**config.mk**
```make
export PLATFORM = sky130hd
export DESIGN_NAME = panda_imem_loader
export DESIGN_NICKNAME = d
export VERILOG_FILES = /design/src/rtl/panda_imem_loader.sv
export SDC_FILE = /design/constraint.sdc
export NUM_CORES = 1
export LEC_CHECK = 0
export BUFFER_PORTS_ARGS = -buffer_cell sky130_fd_sc_hd__buf_2
export CORE_ASPECT_RATIO = 0.8
export CORE_UTILIZATION = 35
export DETAILED_ROUTE_END_ITERATION = 8
export PLACE_DENSITY_LB_ADDON = 0.1
export SLEW_MARGIN = 10
export SYNTH_ARGS = -nofsm -noshare
export SYNTH_HDL_FRONTEND = slang
export SYNTH_SLANG_ARGS = --single-unit
```
**constraint.sdc**
```tcl
create_clock -name clk_i -period 3.2 [get_ports clk_i]
set_input_delay 0.16 -clock clk_i [delete_from_list [all_inputs] [get_ports clk_i]]
set_output_delay 0.16 -clock clk_i [all_outputs]
set_load 0.05 [all_outputs]
```
**src/rtl/panda_imem_loader.sv**
```systemverilog
// rtl/panda_imem_loader.sv - boot-time byte-stream loader for the instruction RAM
// Optional checksum byte after the image: define PANDA_LOADER_CHECKSUM_EN.
module panda_imem_loader #(
  parameter  int InstrMemDepth = 32,
  localparam int AddrWidth     = $clog2(InstrMemDepth)
) (
  input  logic                 clk_i,
  input  logic                 rst_ni,
  input  logic                 start_i,
  input  logic                 rx_valid_i,
  input  logic [7:0]           rx_data_i,
  output logic                 rx_ready_o,
  output logic                 mem_ce_o,
  output logic [3:0]           mem_we_o,
  output logic [AddrWidth-1:0] mem_addr_o,
  output logic [31:0]          mem_data_o,
  output logic                 core_rst_no,
  output logic                 busy_o,
  output logic                 done_o,
  output logic                 error_o
);

`ifdef PANDA_LOADER_CHECKSUM_EN
  typedef enum logic [2:0] {
    ST_IDLE, ST_LEN, ST_DATA, ST_CSUM, ST_DONE, ST_ERR
  } state_e;
`else
  typedef enum logic [2:0] {
    ST_IDLE, ST_LEN, ST_DATA, ST_DONE, ST_ERR
  } state_e;
`endif

  state_e               state_q;
  logic [1:0]           byte_cnt_q;
  logic [AddrWidth:0]   word_cnt_q;
  logic [31:0]          len_q;
  logic                 mem_ce_q;
  logic [3:0]           mem_we_q;
  logic [AddrWidth-1:0] mem_addr_q;
  logic [31:0]          mem_data_q;

  logic                 accept_d;
  logic [31:0]          len_full_d;
  logic [AddrWidth:0]   word_cnt_d;
  logic                 last_word_d;

  assign accept_d    = rx_valid_i & rx_ready_o;
  // Length as it will be once the current (4th) length byte lands.
  assign len_full_d  = {rx_data_i, len_q[23:0]};
  assign word_cnt_d  = word_cnt_q + (AddrWidth+1)'(1);
  assign last_word_d = ({{(31-AddrWidth){1'b0}}, word_cnt_d} == len_q);

`ifdef PANDA_LOADER_CHECKSUM_EN
  logic [7:0] csum_q;
  logic [7:0] csum_d;
  logic [7:0] csum_expect_d;
  assign csum_d        = csum_q + rx_data_i;
  // Byte that makes the whole stream sum to zero mod 256.
  assign csum_expect_d = ~csum_q + 8'd1;
  localparam state_e StImageEnd = ST_CSUM;
`else
  localparam state_e StImageEnd = ST_DONE;
`endif

  // Loader FSM: length capture, byte-lane RAM writes, optional checksum.
  always_ff @(posedge clk_i or negedge rst_ni) begin
    if (!rst_ni) begin
      state_q    <= ST_IDLE;
      byte_cnt_q <= '0;
      word_cnt_q <= '0;
      len_q      <= '0;
      mem_ce_q   <= 1'b0;
      mem_we_q   <= '0;
      mem_addr_q <= '0;
      mem_data_q <= '0;
`ifdef PANDA_LOADER_CHECKSUM_EN
      csum_q     <= '0;
`endif
    end else begin
      mem_ce_q <= 1'b0;
      mem_we_q <= '0;
      case (state_q)
        ST_IDLE, ST_DONE, ST_ERR: begin
          if (start_i) begin
            state_q    <= ST_LEN;
            byte_cnt_q <= '0;
            word_cnt_q <= '0;
            len_q      <= '0;
`ifdef PANDA_LOADER_CHECKSUM_EN
            csum_q     <= '0;
`endif
          end
        end
        ST_LEN: begin
          if (accept_d) begin
            len_q[{byte_cnt_q, 3'b000} +: 8] <= rx_data_i;
            byte_cnt_q <= byte_cnt_q + 2'd1;
`ifdef PANDA_LOADER_CHECKSUM_EN
            csum_q     <= csum_d;
`endif
            if (byte_cnt_q == 2'd3) begin
              if (len_full_d > 32'(InstrMemDepth)) begin
                state_q <= ST_ERR;
              end else if (len_full_d == 32'd0) begin
                state_q <= StImageEnd;
              end else begin
                state_q <= ST_DATA;
              end
            end
          end
        end
        ST_DATA: begin
          if (accept_d) begin
            mem_ce_q   <= 1'b1;
            mem_we_q   <= 4'b0001 << byte_cnt_q;
            mem_data_q <= {4{rx_data_i}};
            mem_addr_q <= word_cnt_q[AddrWidth-1:0];
            byte_cnt_q <= byte_cnt_q + 2'd1;
`ifdef PANDA_LOADER_CHECKSUM_EN
            csum_q     <= csum_d;
`endif
            if (byte_cnt_q == 2'd3) begin
              word_cnt_q <= word_cnt_d;
              if (last_word_d) begin
                state_q <= StImageEnd;
              end
            end
          end
        end
`ifdef PANDA_LOADER_CHECKSUM_EN
        ST_CSUM: begin
          if (accept_d) begin
            state_q <= (rx_data_i == csum_expect_d) ? ST_DONE : ST_ERR;
          end
        end
`endif
        default: state_q <= ST_IDLE;
      endcase
    end
  end

`ifdef PANDA_LOADER_CHECKSUM_EN
  assign busy_o = (state_q == ST_LEN) || (state_q == ST_DATA) || (state_q == ST_CSUM);
`else
  assign busy_o = (state_q == ST_LEN) || (state_q == ST_DATA);
`endif
  assign rx_ready_o  = busy_o;
  assign done_o      = (state_q == ST_DONE);
  assign error_o     = (state_q == ST_ERR);
  assign core_rst_no = (state_q == ST_DONE);
  assign mem_ce_o    = mem_ce_q;
  assign mem_we_o    = mem_we_q;
  assign mem_addr_o  = mem_addr_q;
  assign mem_data_o  = mem_data_q;

endmodule

```
==> results of run 1 <==
[report_power, final]
part           leakage (nW)  switching, mW  total (mW)  internal, mW
sequential            0.845          0.101       0.935         0.834
clock                 0.143          0.334       0.955         0.621
combinational         0.913          0.474       0.695         0.221
[worst max-delay path by stage]
stage / from / to / slack, ps
after floorplan: state_q[1]$_DFFE_PN0P_ / rx_ready_o / 1110
after global placement: state_q[1]$_DFFE_PN0P_ / word_cnt_q[5]$_DFFE_PN0P_ / 970
after detailed placement: state_q[0]$_DFFE_PN0P_ / len_q[29]$_DFFE_PN0P_ / 950
after CTS: state_q[0]$_DFFE_PN0P_ / len_q[29]$_DFFE_PN0P_ / 920
after global routing: state_q[1]$_DFFE_PN0P_ / word_cnt_q[5]$_DFFE_PN0P_ / 720
final: state_q[0]$_DFFE_PN0P_ / len_q[29]$_DFFE_PN0P_ / 900
[final cells by class]
type                    instances  area share, %
well taps                     112          3.793
flip-flops and latches         61          41.31
clock inverters                 4          1.287
multi-input cells             208          37.62
clock buffers                  12          6.671
inverters                       7         0.7789
repair buffers                 61          8.534
[cells in the final DEF, fill, tap and decap left out, types with 2 or more instances in the layout]
cell type | netlist | final
xor2_1 | 4 | 4
o21a_1 | 4 | 4
nand3_1 | 22 | 22
nor2_1 | 11 | 11
a211oi_1 | 2 | 2
or3_1 | 3 | 3
a21oi_1 | 7 | 7
o21ai_1 | 3 | 3
and2_1 | 4 | 4
nor4_1 | 9 | 9
nor3_1 | 4 | 4
a22o_1 | 15 | 15
nand4_1 | 2 | 2
nand2_1 | 48 | 48
inv_1 | 6 | 6
buf_2 | 4 | 58
buf_4 | 26 | 2
nand3b_1 | 2 | 2
o21ai_0 | 15 | 15
clkinv_2 | 0 | 2
nor4_4 | 3 | 3
ha_1 | 7 | 7
nor4bb_4 | 1 | 2
xnor2_1 | 5 | 5
clkbuf_16 | 0 | 9
a31oi_1 | 4 | 4
clkbuf_1 | 3 | 2
dfrtp_1 | 61 | 61
mux2_2 | 13 | 13
[per-layer routing]
metal	wire (µm)	vias to the layer above	global-route usage (%)
met5	0	-	0
met4	53	0	4.791
met3	437	6	5.236
met2	3186	94	23.88
met1	3646	1184	23.97
li1	-	1157	-
[cell families after synthesis]
kind of cell,Yosys count,share of synthesized area [%]
mux,14,4.896
compound gates,58,12.30
fa+ha+maj,7,2.742
simple gates,120,20.64
xor+xnor,9,2.468
flops,61,47.79
buf+inv,44,9.166
[registers in the layout, summed over array words and instances, names as in the netlist]
signal,flops
byte_cnt_q,2
len_q,32
mem_addr_o,5
mem_ce_o,1
mem_data_o,8
mem_we_o,4
state_q,3
word_cnt_q,6
[cells in the mapped netlist (2+ instances only)]
master and instances:
or3_1 3, mux2_2 13, nand2_1 48, ha_1 7, clkbuf_1 3, o21ai_0 15, buf_4 26, o21a_1 4
inv_1 6, a31oi_1 4, buf_2 4, xnor2_1 5, dfrtp_1 61, nor4_4 3, and2_1 4, o21ai_1 3
nand4_1 2, nor2_1 11, nand3b_1 2, xor2_1 4, a22o_1 15, a21oi_1 7, buf_6 3, nand3_1 22
a211oi_1 2, nor3_1 4, nor4_1 9
[worst max-delay path, stage by stage (launching register included)]
cell	delay, ps
dfrtp_1	620
nand2b_1	460
o21a_1	460
nor4bb_4	500
a22o_1	200
[through the flow]
step                worst slack, ps  cell area, µm²  power (mW)  utilization (%)
global route                  715.2            3695       2.728            42.61
finish                        901.1            3695       2.585            42.61
CTS                           920.2            3695       2.609            42.61
floorplan                      1108            3194       1.468                -
detailed placement            948.5            3391       1.634            39.11
global placement              971.5            3391       1.648            39.11
[repair_timing]
item                                    in CTS  in global routing
hold endpoints to repair                    33                  0
hold buffers                                 1                  0
endpoints found under the setup margin       0                  0
==> impl_summary.txt, run 1 <==
----------------------------------------------------
[Clocking]
  H-tree level count ... 3
  TritonCTS clock tree ... done
  Clock Tree Buf Depth ... 2
  Worst-Skew Late Latency ... 320 ps
  Clk sink count ... 61
  Clock transition at the registers of the reported paths ... about 50 ps
  Number of instances resized during post-cts repair ... 0
  Cts bufs inserted ... 9
  CTS Root Buffer Type ... clkbuf_16
  Post-CTS repair timing setup buffer count ... 0

[Setup path]
  Crit path required time ... 3460 ps
  R2R cell count ... 4
  Start of the worst register-to-register path ... state_q[0]$_DFFE_PN0P_
  Reg2reg end ... len_q[29]$_DFFE_PN0P_
  FF-to-FF setup slack ... 900 ps
  Critical Path AT ... 2560 ps
  Type of destination of the critical path ... register
  Kind of launch point of the worst setup path ... register
  Category of the most critical setup path ... register to register
  Maximum fanout along the worst path ... 13

[Global routing]
  Number of global-route vias before repair ... 2152
  Wire length of the first global-routing pass ... 11.69 mm
  Final global-route overflow total ... 0
  Overall global routing resource usage ... between 10% and 20%
  Antenna violations before repair ... 0
  Pin count of the biggest net entering global routing ... 35

[Synthesis]
  Cell types occupying the most area after synthesis ... dfrtp_1 48%, buf_4 6.1%, nand2_1 5.6%, mux2_2 4.6%, a22o_1 4.1%
  Post-synth EDFFs ... 0
  Portion of synthesized cell area occupied by the leading cell type ... a little under half
  Cell taking the most area after synthesis ... dfrtp_1
  Mapped cell area ... roughly 0.0032 mm²
  Ys Warns ... 0
  Part of the Yosys area used for sequential elements ... a little under half
  Number of flip-flops and latches in the synthesized netlist ... between 60 and 70
  Total nets after synthesis ... between 300 and 400
  Dominant synthesized flop cell ... dfrtp_1
  Gate count after technology mapping ... ~310
  Mean area per synthesized cell ... 10.21 µm²
  Count of cell types in the netlist ... 50
  FFs w/ async S/R, synth ... 100.0%

[Cells and area]
  Count of filler cells inserted in the layout ... 831
  Reg area ... 0.001526 mm²
  Syn-to-layout area delta ... 15.67%
  Nets ... 367
  Share of post-route cells with drive strength above 1 ... between 20% and 30%
  Area occupied by multi-input gates ... 0.001390 mm²
  Non-Filler Instances ... roughly 470
  Antenna diode instance count ... 0

[Floorplan]
  Die extent in x ... around 110 µm
  I/O pin count ... 59
  Die Height ... approximately 90 µm
  Starting utilization of the core area ... 36.84%
  Std-Cell Core Area ... between 0.008 and 0.009 mm²
  Die Area ... about 0.0095 mm²
  Row Count ... 30

[Timing]
  Post-route clock period utilization ... 71.84%
  Setup repair after global routing missed its margin ... no
  Hold Slack ... roughly 150 ps
  Period minus WS final ... between 2000 and 2500 ps
  Final-layout setup total negative slack ... 0 ps
  Number of endpoints with negative hold slack in the final report ... 0
  Worst-case clock skew ... 2.993 ps
  Tightest Pin Transition ... 770.1 ps
  Max Freq ... 435.0 MHz
  Slew Limit Headroom ... ~49%
  Count of pins over their slew limit ... 0
  Endpoints failing setup ... 0

[Power]
  PwrDens ... roughly 700 mW/mm²
  Worst vdd rail ir drop ... around 0.44 mV
  Leakage power figure ... ~1.9 nW

[Detailed routing]
  Count of antenna-violating nets left after detailed routing ... 0
  Via density per instance ... 5.249
  Iter 0 DRT Violations ... between 100 and 150
  Detail-routed net length per standard cell ... ~16 µm
  Detailed Routing Iterations Pass 1 ... 5
  DRC violation count after routing ... 0
  Routed wire length ... roughly 7.3 mm
  Vias ... around 2400

[Worst hold path]
  WHS Endpoint ... len_q[7]$_DFFE_PN0P_
  Startpoint of the lowest-slack hold path ... rx_data_i[7]
  Worst hold stages ... 3
  Worst min path class ... input port to register

[Placed design]
  Number of placed instances, taps included ... roughly 450
  Half-perimeter wire length after placement ... 5.198 mm
  Routability cong. ... between 0.8 and 0.9
  Number of port buffers ... a little under 60

[Job]
  Max-cap violations ... 0

[Run status]
  Result of the run ... finished, final reports clean

----------------------------------------------------
(Power assumes the default switching activity.)
==> inputs of run 2 (changes only) <==
- clock period: 3.2 -> 2.2 ns (I/O delays scaled with it)
==> run 2 against run 1 <==
Net effect: via count grew 0.70%; clock power rose by 52%; flip-flop and latch count is the same; largest cell class unchanged; global-route usage up 1.1 points; fmax is 15% higher; worst setup slack got worse by 710 ps; register-to-register slack worse by 710 ps.
==> impl_summary.txt, run 2 (synthesis results as in run 1) <==
----------------------------------------------------
[Run status]
  Result of the run ... finished, final reports clean

[Cells and area]
  Most flops, register ... len_q
  Antenna diode instance count ... 0
  Reg area ... about 0.0015 mm²
  Syn-to-layout area delta ... 19.43%
  Share of post-route cells with drive strength above 1 ... between 30 and 40%
  Commonest cells after routing, fill and taps aside ... 61 x dfrtp_1, 58 x buf_2, 48 x nand2_1, 22 x nand3_1
  Area occupied by multi-input gates ... ~0.0014 mm²
  Count of filler cells inserted in the layout ... approximately 850
  Nets ... 379
  Most common cell after layout, fill and taps aside ... dfrtp_1
  Max reg flops ... 32
  Summed area of non-filler cells in the final layout ... between 0.003 and 0.004 mm²

[Timing]
  Post-route clock period utilization ... around nine tenths
  Final-layout setup total negative slack ... 0 ps
  Endpoints failing setup ... 0
  Max Freq ... approximately 500 MHz
  Tightest Pin Transition ... 537.4 ps
  Worst-case clock skew ... between 7 and 8 ps
  Number of endpoints with negative hold slack in the final report ... 0
  Setup slack of the critical path after layout ... 193.3 ps
  Count of pins over their slew limit ... 0
  Period minus WS final ... 2007 ps
  Setup repair after global routing missed its margin ... no
  Slew Limit Headroom ... 63.93%

[Placed design]
  Placed standard-cell area ... around 0.0035 mm²
  Routability cong. ... a little over 0.8
  Half-perimeter wire length after placement ... 5.299 mm
  Number of port buffers ... 58
  Placement-stage worst setup slack ... about 220 ps

[Floorplan]
  Die Area ... approximately 0.0095 mm²
  Die extent in x ... roughly 110 µm
  Std-Cell Core Area ... between 0.008 and 0.009 mm²
  Die Height ... slightly below 90 µm
  I/O pin count ... 59
  Row Count ... 30
  Starting utilization of the core area ... ~37%

[Power]
  Post-layout power ... approximately 3.9 mW
  Worst vdd rail ir drop ... 0.5528 mV
  PwrDens ... 1027 mW/mm²
  Leakage power figure ... 1.970 nW

[Global routing]
  Met3 demand-to-capacity share in global routing ... 5.310%
  Overall global routing resource usage ... 17.76%
  Pin count of the biggest net entering global routing ... 62
  Layer with the highest usage after global routing ... met2
  Wire length of the first global-routing pass ... 12.46 mm
  Number of global-route vias before repair ... roughly 2300
  Final global-route overflow total ... 0
  Met1 track demand over resource ... between 20 and 30%
  Met2 capacity usage during global routing ... 25.43%
  Antenna violations before repair ... 0

[Worst hold path]
  Worst min path class ... input port to register
  Worst hold stages ... 3
  WHS Endpoint ... len_q[23]$_DFFE_PN0P_
  Startpoint of the lowest-slack hold path ... rx_data_i[7]

[Setup path]
  Maximum fanout along the worst path ... 10
  R2R cell count ... 7
  Type of destination of the critical path ... register
  Start of the worst register-to-register path ... byte_cnt_q[0]$_DFFE_PN0P_
  Critical Path AT ... between 2000 and 2500 ps
  Delay contributed by the slowest stage of the critical path ... 550 ps
  FF-to-FF setup slack ... 190 ps
  Kind of launch point of the worst setup path ... register
  Category of the most critical setup path ... register to register
  Standard cell with the maximum stage delay on the critical path ... dfrtp_1
  Reg2reg end ... len_q[6]$_DFFE_PN0P_
  Ordered cell list for the critical path ... inv_4 -> ha_1 -> nand3b_1 -> nor4_4 -> buf_4 -> nand3_1 -> nand2_1
  Worst path buffer plus inverter count ... 2
  Top cell family by delay on the critical path ... simple AND/OR/NAND/NOR gates
  Crit path required time ... 2470 ps

[Detailed routing]
  Vias ... 2458
  DRC violation count after routing ... 0
  Count of antenna-violating nets left after detailed routing ... 0
  Detailed Routing Iterations Pass 1 ... 4
  Routed wire length ... ~7.5 mm
  Via density per instance ... 5.153
  Iter 0 DRT Violations ... between 100 and 150
  Detail-routed net length per standard cell ... between 15 and 20 µm

[Clocking]
  Worst-Skew Late Latency ... 330 ps
  TritonCTS clock tree ... done
  CTS Root Buffer Type ... clkbuf_16
  Clock Tree Buf Depth ... 2
  Clock transition at the registers of the reported paths ... approximately 60 ps
  Cts bufs inserted ... 9
  H-tree level count ... 3
  Clk sink count ... between 60 and 70

[Job]
  Max-cap violations ... 0

----------------------------------------------------
-- run 2: worst min-delay path: stages --
cell	delay [ps]
buf_2	140
nand3_1	70
nand2_1	50
-- run 2: worst max path at each step --
stage                                          from               endpoint  slack (ps)  depth (start not counted)
after floorplan              state_q[1]$_DFFE_PN0P_             rx_ready_o         160                          5
after global routing      byte_cnt_q[0]$_DFFE_PN0P_  len_q[25]$_DFFE_PN0P_          40                          5
after detailed placement  byte_cnt_q[0]$_DFFE_PN0P_  len_q[29]$_DFFE_PN0P_         220                          5
after CTS                 byte_cnt_q[0]$_DFFE_PN0P_   len_q[6]$_DFFE_PN0P_         190                          6
after global placement    byte_cnt_q[0]$_DFFE_PN0P_  len_q[25]$_DFFE_PN0P_         260                          5
final                     byte_cnt_q[0]$_DFFE_PN0P_   len_q[6]$_DFFE_PN0P_         190                          7
-- run 2: power by group --
| group | internal (mW) | leakage (nW) | switching [mW] |
|---|---|---|---|
| clock | 0.937 | 0.148 | 0.514 |
| sequential | 1.21 | 0.845 | 0.108 |
| combinational | 0.403 | 0.977 | 0.741 |
-- run 2: metal layers --
| layer | vias up | share of wire [%] |
|---|---|---|
| met5 | - | 0 |
| met4 | 0 | 1.8 |
| met3 | 13 | 5.3 |
| met2 | 72 | 42 |
| met1 | 1184 | 51 |
| li1 | 1189 | - |
-- run 2: metrics by stage --
step	hold slack [ps]	std cells	utilization (%)
6_report	75.61	477	44.00
5_1_grt	79.01	477	44.00
4_1_cts	67.19	476	43.91
3_5_place_dp	153.7	459	40.20
3_3_place_gp	147.5	459	40.20
2_1_floorplan	-185.6	313	-
-- run 2: cell type report --
cell class	instances	share of cell area (%)
timing repair buffer	73	10.95
sequential	61	40.01
clock buffer	11	6.625
tap	112	3.673
multi-input combinational	208	36.44
clock inverter	5	1.541
inverter	7	0.7543
-- run 2: what timing repair did --
action / CTS / global route
endpoints found under the hold margin: 61 / 0
hold buffers: 1 / 0
setup endpoints to repair: 0 / 5
buffers inserted: 0 / 1
gates resized for setup: 0 / 0
==> inputs of run 3 (changes only) <==
- CORE_UTILIZATION: 35 -> 55
==> run 3 against run 2 <==
Net effect: via count increased by 0.41%; non-clock buffer count is 3 lower; flip-flop and latch count unchanged; sequential share of layout area rose by 2.2 points; wire length decreased by 9.4%; hold slack lost 13 ps; design area down 5.2%; largest power group is now sequential cells; combinational power is essentially flat; worst setup slack worse by 6.1 ps; first-iteration DRC count grew 54%.
==> impl_summary.txt, run 3 (synthesis results as in run 1) <==
----------------------------------------------------
[Floorplan]
  I/O pin count ... ~60
  Starting utilization of the core area ... between 50 and 60%
  Std-Cell Core Area ... approximately 0.0055 mm²
  Die Area ... 0.006119 mm²
  Die extent in x ... 87.21 µm
  Die Height ... 70.17 µm
  Row Count ... 24

[Detailed routing]
  Detail-routed net length per standard cell ... about 15 µm
  Count of antenna-violating nets left after detailed routing ... 0
  Via density per instance ... roughly 5.6
  Vias ... approximately 2500
  Detailed Routing Iterations Pass 1 ... 4
  Routed wire length ... approximately 6.8 mm
  Iter 0 DRT Violations ... 190
  DRC violation count after routing ... 0

[Timing]
  Period minus WS final ... between 2000 and 2500 ps
  Count of pins over their slew limit ... 0
  Final-layout setup total negative slack ... 0 ps
  Worst-case clock skew ... about 7.2 ps
  Post-route clock period utilization ... around 91%
  Number of endpoints with negative hold slack in the final report ... 0
  Slew Limit Headroom ... roughly 60%
  Setup slack of the critical path after layout ... approximately 190 ps
  Setup repair after global routing missed its margin ... no
  Max Freq ... slightly below 500 MHz
  Tightest Pin Transition ... roughly 600 ps
  Endpoints failing setup ... 0

[Cells and area]
  Share of post-route cells with drive strength above 1 ... slightly below 30%
  Max reg flops ... 32
  Most common cell after layout, fill and taps aside ... dfrtp_1
  Nets ... approximately 380
  Syn-to-layout area delta ... 13.16%
  Antenna diode instance count ... 0
  Non-Filler Instances ... 440
  Commonest cells after routing, fill and taps aside ... 61 x dfrtp_1, 58 x buf_2, 48 x nand2_1, 22 x nand3_1
  Utilization after layout ... 65.42%
  Count of filler cells inserted in the layout ... ~490
  Most flops, register ... len_q
  Summed area of non-filler cells in the final layout ... ~0.0036 mm²

[Worst hold path]
  Worst min path class ... input port to register
  Startpoint of the lowest-slack hold path ... rx_data_i[7]
  Worst hold stages ... 3
  WHS Endpoint ... len_q[23]$_DFFE_PN0P_

[Placed design]
  Number of port buffers ... between 50 and 60
  Placement-stage worst setup slack ... 250.9 ps
  Placed standard-cell area ... between 0.003 and 0.004 mm²
  Number of placed instances, taps included ... roughly 420
  Routability cong. ... slightly below 0.9
  Half-perimeter wire length after placement ... 4.951 mm

[Clocking]
  Clock Tree Buf Depth ... 2
  Clk sink count ... 61
  Cts bufs inserted ... 9
  CTS Root Buffer Type ... clkbuf_8
  Worst-Skew Late Latency ... 340 ps
  Post-CTS repair timing setup buffer count ... 0
  TritonCTS clock tree ... done
  Hold-fix buffer count after cts ... 1
  Number of instances resized during post-cts repair ... 0
  Clock transition at the registers of the reported paths ... 70 ps
  H-tree level count ... 3

[Setup path]
  Category of the most critical setup path ... register to register
  FF-to-FF setup slack ... around 190 ps
  Ordered cell list for the critical path ... inv_4 -> ha_1 -> nor4_4 -> nor4bb_4 -> a22o_1
  Standard cell with the maximum stage delay on the critical path ... nor4bb_4
  Type of destination of the critical path ... register
  Kind of launch point of the worst setup path ... register
  Critical Path AT ... ~2300 ps
  Maximum fanout along the worst path ... 9
  Worst path buffer plus inverter count ... 1
  Delay contributed by the slowest stage of the critical path ... 550 ps
  Reg2reg end ... len_q[24]$_DFFE_PN0P_
  R2R cell count ... 5
  Top cell family by delay on the critical path ... simple AND/OR/NAND/NOR gates
  Crit path required time ... 2470 ps
  Start of the worst register-to-register path ... byte_cnt_q[0]$_DFFE_PN0P_

[Power]
  Leakage power figure ... roughly 1.9 nW
  PwrDens ... 919.8 mW/mm²
  Worst vdd rail ir drop ... around 0.56 mV

[Global routing]
  Antenna violations before repair ... 0
  Number of global-route vias before repair ... about 2300
  Wire length of the first global-routing pass ... approximately 11 mm
  Pin count of the biggest net entering global routing ... 38
  Overall global routing resource usage ... 24.85%
  Final global-route overflow total ... 0

[Job]
  Max-cap violations ... 0

[Run status]
  Result of the run ... finished, final reports clean

----------------------------------------------------
## run 3: area by class of cell
cell class / instances / area [µm²] / area share, %
clock inverters: 5 / 35.03 / 0.9692
inverters: 7 / 28.78 / 0.7961
repair buffers: 70 / 395.4 / 10.94
clock buffers: 11 / 141.4 / 3.911
well taps: 78 / 97.59 / 2.700
multi-input cells: 208 / 1390 / 38.46
flip-flops and latches: 61 / 1526 / 42.23
## run 3: tightest hold or removal path: cells and delay by family
family / cells / cell delay [ps]
buf+inv: 1 / 140
simple gates: 2 / 120
## run 3: worst max-delay path by stage
stage / start / endpoint / slack, ps / cells after the start
after floorplan: state_q[1]$_DFFE_PN0P_ / rx_ready_o / 160 / 5
after global placement: byte_cnt_q[0]$_DFFE_PN0P_ / len_q[27]$_DFFE_PN0P_ / 320 / 5
after detailed placement: byte_cnt_q[0]$_DFFE_PN0P_ / len_q[26]$_DFFE_PN0P_ / 250 / 5
after CTS: byte_cnt_q[0]$_DFFE_PN0P_ / len_q[24]$_DFFE_PN0P_ / 220 / 5
after global routing: byte_cnt_q[0]$_DFFE_PN0P_ / len_q[7]$_DFFE_PN0P_ / 90 / 6
final: byte_cnt_q[0]$_DFFE_PN0P_ / len_q[24]$_DFFE_PN0P_ / 190 / 5
## run 3: routing by layer
layer,vias up,wire length [µm],GRT usage [%]
met2,84,2910,34.38
li1,1182,-,-
met5,-,0,0
met1,1190,3353,37.50
met4,0,114,10.02
met3,12,400,5.674
## run 3: power by group
part           internal, mW  switching [mW]  total, mW
clock network         0.441           0.454      0.895
logic                 0.381           0.733       1.11
registers              1.21           0.104       1.32
## run 3: metrics by stage
step / hold WS, ps / power, mW
final: 62.83 / 3.325
after global routing: 76.21 / 3.499
after CTS: 52.54 / 3.335
after detailed placement: 154.8 / 2.436
after global placement: 143.9 / 2.417
after floorplan: -185.6 / 2.135
